[config.mk]
export PLATFORM = sky130hd
export DESIGN_NAME = sha256_seq
export DESIGN_NICKNAME = d
export VERILOG_FILES = /design/src/rtl/sha256_pkg.sv /design/src/rtl/sha256_rise.sv /design/src/rtl/sha256_seq.sv
export SDC_FILE = /design/constraint.sdc
export NUM_CORES = 1
export LEC_CHECK = 0
export BUFFER_PORTS_ARGS = -buffer_cell sky130_fd_sc_hd__buf_4
export CORE_AREA = 5 5 503 505
export CTS_CLUSTER_SIZE = 10
export DETAILED_ROUTE_END_ITERATION = 8
export DIE_AREA = 0 0 508 510
export HOLD_SLACK_MARGIN = 0.06
export PLACE_DENSITY = 0.3
export SETUP_SLACK_MARGIN = 0.15
export SYNTH_ARGS = -nofsm -noshare
export SYNTH_HDL_FRONTEND = slang
export SYNTH_SLANG_ARGS = --single-unit
[constraint.sdc]
create_clock -name Clk -period 4.29 [get_ports Clk]
set_clock_uncertainty 0.2 [all_clocks]
set_input_delay 0.858 -clock Clk [delete_from_list [all_inputs] [get_ports Clk]]
set_output_delay 0.858 -clock Clk [all_outputs]
set_load 0.05 [all_outputs]
[src/rtl/sha256_pkg.sv]
// Shared definitions for the SHA-256 message sequencer.
//   - UART command codes understood by sha256_seq
//   - SHA-256 initial hash value (chaining value for the first chunk)
//   - sequencer FSM state encoding
package sha256_pkg;

  localparam logic [7:0] CMD_NONE        = 8'h00;
  localparam logic [7:0] CMD_HASH        = 8'h01;
  localparam logic [7:0] CMD_SEND_DIGEST = 8'h02;
  localparam logic [7:0] CMD_SEND_HI     = 8'h03;
  localparam logic [7:0] CMD_SEND_LO     = 8'h04;
  localparam logic [7:0] CMD_INIT        = 8'h05;

  localparam logic [255:0] SHA256_IV = {
    32'h6a09e667, 32'hbb67ae85, 32'h3c6ef372, 32'ha54ff53a,
    32'h510e527f, 32'h9b05688c, 32'h1f83d9ab, 32'h5be0cd19
  };

  typedef enum logic [2:0] {
    ST_IDLE   = 3'd0,
    ST_HSTART = 3'd1,
    ST_HWAIT  = 3'd2,
    ST_TSTART = 3'd3,
    ST_TWAIT  = 3'd4
  } seq_state_e;

endpackage

[src/rtl/sha256_rise.sv]
// One-register rising-edge detector.
//   Clk   : system clock
//   Reset : asynchronous active-low reset
//   level : level to watch (sampled every cycle)
//   rise  : high while level is high and was low at the previous edge
module sha256_rise (
  input  logic Clk,
  input  logic Reset,
  input  logic level,
  output logic rise
);

  logic level_last;

  // NOTE: state registers are written with <= only; blocking here would let
  // downstream flops in the same block see this cycle's value too early.
  always_ff @(posedge Clk or negedge Reset) begin
    if (!Reset) level_last <= 1'b0;
    else        level_last <= level;
  end

  // A level that is already high when the watcher starts caring never counts.
  assign rise = level & ~level_last;

endmodule

[src/rtl/sha256_seq.sv]
// Multi-chunk SHA-256 message sequencer.
// Decodes single-byte UART commands, starts the hash core once per chunk,
// keeps the chaining value between chunks and schedules UART readback of
// the digest or of either half of the current chunk.
//   Clk, Reset        : clock, asynchronous active-low reset
//   Command           : command byte from uart_rx (level, held)
//   chunk             : current 512-bit chunk from uart_rx
//   digest            : core result
//   DigestReady       : core done level
//   DigestTransmitted : tx done level
//   hash_start        : one-cycle core start pulse
//   hash_in           : chaining value fed to the core
//   transmit_start    : one-cycle tx start pulse
//   send              : tx payload, stable for the whole transmission
//   busy              : FSM not idle
//   error             : sticky, dropped command or core timeout
//   chunk_count       : chunks absorbed since the last INIT
module sha256_seq
  import sha256_pkg::*;
#(
  parameter int TIMEOUT   = 1024,
  parameter bit AUTO_SEND = 1'b1,
  parameter int CNT_W     = 16
) (
  input  logic             Clk,
  input  logic             Reset,
  input  logic [7:0]       Command,
  input  logic [511:0]     chunk,
  input  logic [255:0]     digest,
  input  logic             DigestReady,
  input  logic             DigestTransmitted,
  output logic             hash_start,
  output logic [255:0]     hash_in,
  output logic             transmit_start,
  output logic [255:0]     send,
  output logic             busy,
  output logic             error,
  output logic [CNT_W-1:0] chunk_count
);

  localparam int TMR_W = $clog2(TIMEOUT + 1);

  seq_state_e       state, state_nxt;
  logic [7:0]       cmd_last;
  logic [255:0]     chain;
  logic [TMR_W-1:0] timer;
  logic             new_cmd;
  logic             dr_rise, dt_rise;
  logic             hash_done, hash_timeout;

  sha256_rise u_rise_ready (
    .Clk   (Clk),
    .Reset (Reset),
    .level (DigestReady),
    .rise  (dr_rise)
  );

  sha256_rise u_rise_tx (
    .Clk   (Clk),
    .Reset (Reset),
    .level (DigestTransmitted),
    .rise  (dt_rise)
  );

  // A command is new only when the byte changes to a non-zero value, so a
  // repeated code has to pass through another value (normally 0x00).
  assign new_cmd = (Command != cmd_last) && (Command != CMD_NONE);

  // The done edge beats a timeout landing in the same cycle.
  assign hash_done    = (state == ST_HWAIT) && dr_rise;
  assign hash_timeout = (state == ST_HWAIT) && !dr_rise &&
                        (timer == TMR_W'(TIMEOUT - 1));

  assign hash_start     = (state == ST_HSTART);
  assign transmit_start = (state == ST_TSTART);
  assign busy           = (state != ST_IDLE);
  assign hash_in        = chain;

  always_ff @(posedge Clk or negedge Reset) begin
    if (!Reset) state <= ST_IDLE;
    else        state <= state_nxt;
  end

  always_comb begin
    // NOTE: default first so every path assigns state_nxt and no latch forms.
    state_nxt = state;
    case (state)
      ST_IDLE: begin
        if (new_cmd) begin
          case (Command)
            CMD_HASH:                              state_nxt = ST_HSTART;
            CMD_SEND_DIGEST, CMD_SEND_HI, CMD_SEND_LO: state_nxt = ST_TSTART;
            default:                               state_nxt = ST_IDLE;
          endcase
        end
      end
      ST_HSTART: state_nxt = ST_HWAIT;
      ST_HWAIT: begin
        if (hash_done)         state_nxt = AUTO_SEND ? ST_TSTART : ST_IDLE;
        else if (hash_timeout) state_nxt = ST_IDLE;
      end
      ST_TSTART: state_nxt = ST_TWAIT;
      ST_TWAIT:  if (dt_rise) state_nxt = ST_IDLE;
      default:   state_nxt = ST_IDLE;
    endcase
  end

  // Datapath. Later assignments in this block take priority, which encodes
  // the overlap rules: a chunk capture overwrites an INIT issued during the
  // same hash, and a timeout sets error after any INIT clear.
  always_ff @(posedge Clk or negedge Reset) begin
    if (!Reset) begin
      cmd_last    <= CMD_NONE;
      chain       <= SHA256_IV;
      chunk_count <= '0;
      send        <= '0;
      error       <= 1'b0;
      timer       <= '0;
    end else begin
      cmd_last <= Command;

      if (state == ST_HSTART)     timer <= '0;
      else if (state == ST_HWAIT) timer <= timer + TMR_W'(1);

      if (new_cmd) begin
        if (Command == CMD_INIT) begin
          chain       <= SHA256_IV;
          chunk_count <= '0;
          error       <= 1'b0;
        end else if (state == ST_IDLE) begin
          case (Command)
            CMD_SEND_DIGEST: send <= chain;
            CMD_SEND_HI:     send <= chunk[511:256];
            CMD_SEND_LO:     send <= chunk[255:0];
            default:         ;
          endcase
        end else begin
          error <= 1'b1;
        end
      end

      if (hash_done) begin
        chain       <= digest;
        chunk_count <= chunk_count + CNT_W'(1);
        if (AUTO_SEND) send <= digest;
      end

      if (hash_timeout) error <= 1'b1;
    end
  end

endmodule

==> impl_metrics.toml <==
[grt]
number_of_global_route_vias_before_repair = 30400
groute.usage.overall_pct = 14.4
initial_antenna_violation_count = 18
grt_max_degree = 123
grt_overflow = 0
wire_length_of_the_first_global_routing_pass_mm = 267

[logic_synthesis]
yosys_register_bits = 553
main_synth_ff_type = "sky130_fd_sc_hd__dfrtp_1"
mappedNetlistNets = 3590
post_synth_edffs = 0
synth.yosys.warnings = 0
ys_seq_area_share_pct = 53.0
synth_cells = 2808
netlist_cell_types = 50
syn-mean-instance-area_um2 = 9.42
synth.cell_area_mm2 = 0.0264
postSynth.asyncResetShare_pct = 100

[run_status]
status = "complete, no violations"

[route]
routed_wire_length_per_instance_um = 26.7
antenna_violating_nets_post_route = 0
drc_errors = 0
via_per_inst = 3.92
drtPass1Iterations = 7
dr_total_vias = 29200
drt_iter0_markers = 1845
postRouteWirelength_mm = 198

[sta]
post-route-min-period_ns = 3.54
worst_slew_pin_slew_ns = 1.02
setup_tns_ns = 0
fin_crit_sh_pct = 82.4
maxSlewViolCount = 0
whs_ns = 0.185
finalSetupViolCount = 0
fmaxAchievable_ghz = 0.283
fin_ws_ns = 0.754
unrepaired_setup_endpoints_after_global_routing = "no"
maxSlewHeadroom_pct = 31.9
finalHoldViolCount = 0

[power_and_ir_drop]
vdd_ir_drop_max_v = 0.000323
totalPowerFinal_mw = 35.1
leakage_nw = 19.4
power_per_unit_of_standard_cell_area_mw_per_mm2 = 805

[place]
globalplace.congestion = 0.866
placement.setup.worst_slack_ns = 0.713
numPlacedInstances = 7265
place_area_mm2 = 0.0407
numPortBuffers = 1311
place_hpwl_mm = 152

[critical_path]
critical_path_class = "in -> reg"
capturing_element_type_of_the_critical_path = "flop"
worst_ep_arrival_time_ns = 3.88
required_worst_endpoint_ns = 4.64
regToRegSetupSlack_ns = 1.39
cp_max_fo = 90
setup.worst_path.start_class = "primary input"

[cells_and_area]
layout.cells.non_filler = 7438
nets = 4819
final_cell_mix = "1373 x sky130_fd_sc_hd__buf_4, 543 x sky130_fd_sc_hd__nand2_1, 541 x sky130_fd_sc_hd__o21ai_0"
layout_commonest_cell = "sky130_fd_sc_hd__buf_4"
synthToLayoutAreaGrowth_pct = 64.8
final_layout_size_suffix_gt1_share_pct = 41.2
final_core_utilization_pct = 17.6
post_layout_instance_area_mm2 = 0.0436

[die]
die_y_um = 510
placeableCoreArea_mm2 = 0.248
io_pins = 1312
floorplan.initialDensity_pct = 10.7
die_footprint_mm2 = 0.259
rows = 183
die_w_um = 508

[clock_tree]
post_cts_resized = 0
clk_transition_reported_paths_ns = 0.06
clock_tree.root_cell = "sky130_fd_sc_hd__clkbuf_16"
cts_post_setup_buffers_inserted = 0
cts.htree.levels = 3
clock_sink_count = 553
clk_latency_ns = 0.69
tritoncts = "done"
numCtsBuffers = 80
hold_fix_buffers_at_cts = 20
max-clock-path-buffers = 3

[min_path]
hold_path_class = "in -> reg"

[job]
drv.max_cap_violation_count = 0
==> layout make-up <==
| class | count | area, um2 |
|---|---|---|
| fill | 28000 | 204000 |
| sequential | 553 | 14000 |
| timing repair buffer | 1437 | 11400 |
| multi-input combinational | 1959 | 11400 |
| tap | 3330 | 4170 |
| clock buffer | 129 | 2450 |
| clock inverter | 19 | 203 |
| inverter | 6 | 22.5 |
| antenna | 5 | 12.5 |
==> worst max-delay path: stages <==
cell and delay, ns:
sky130_fd_sc_hd__dlygate4sd3_1 0.54, sky130_fd_sc_hd__buf_4 0.15, sky130_fd_sc_hd__nor4_1 0.46, sky130_fd_sc_hd__buf_4 0.21, sky130_fd_sc_hd__o2111ai_1 0.25, sky130_fd_sc_hd__a21o_4 0.32
sky130_fd_sc_hd__buf_12 0.20, sky130_fd_sc_hd__a221oi_1 0.60, sky130_fd_sc_hd__o21ai_0 0.19
==> where the power goes <==
group	switching (mW)	total, mW	internal [mW]	leakage (nW)
Clock	2.84	6.82	3.98	1.30
Combinational	13.2	18.0	4.80	11.4
Sequential	2.24	10.3	8.04	6.63
==> synth_stat cells, drive strengths merged (9+ instances only) <==
library cell | count | area share (%)
nor2 | 15 | 0.21
dfrtp | 417 | 39
xor2 | 9 | 0.30
buf | 38 | 0.67
nand2 | 544 | 7.7
o21ai | 782 | 15
a22o | 258 | 8.5
dfstp | 136 | 14
clkbuf | 252 | 3.6
nand3 | 10 | 0.19
a221oi | 256 | 8.5
==> metal layers <==
metal  GRT usage, %  vias to the layer above  part of all wire, %
met3           4.55                      157                  8.6
met2           25.1                     1245                   49
li1               -                    13000                    -
met5              0                        -                0.039
met4           3.47                       12                  2.0
met1           17.3                    14800                   40
==> state kept, by name (all words and copies together) (netlist names) <==
name	count
send	256
u_rise_ready.level_last	1
hash_in	256
cmd_last	8
chunk_count	16
state	3
u_rise_tx.level_last	1
timer	11
error	1
==> path summary, 6_finish.rpt <==
| path | startpoint | to | depth (start not counted) |
|---|---|---|---|
| max in group asynchronous | Reset | hash_in[254] | 3 |
| min in group asynchronous | Reset | send[176] | 2 |
| worst max-delay path | Command[3] | send[196] | 9 |
| worst min register to register | timer[6] | timer[6] | 1 |
| worst max register to register | state[2] | send[196] | 6 |
| worst min-delay path | digest[194] | hash_in[194] | 3 |
==> kinds of logic (layout without fill, tap and decap cells) <==
| family | Yosys count | in the layout | share of synthesized area (%) |
|---|---|---|---|
| AO/OA/AOI/OAI | 1329 | 1329 | 32.8 |
| XOR/XNOR | 9 | 9 | 0.298 |
| adder cells (fa/ha/maj) | 2 | 2 | 0.0946 |
| buffers and inverters | 296 | 1591 | 4.33 |
| flip-flops | 553 | 553 | 53.0 |
| multiplexers | 7 | 7 | 0.265 |
| other | 0 | 5 | 0 |
| AND/OR/NAND/NOR | 612 | 612 | 9.28 |
Note: power is estimated with default switching activity, not from simulation.
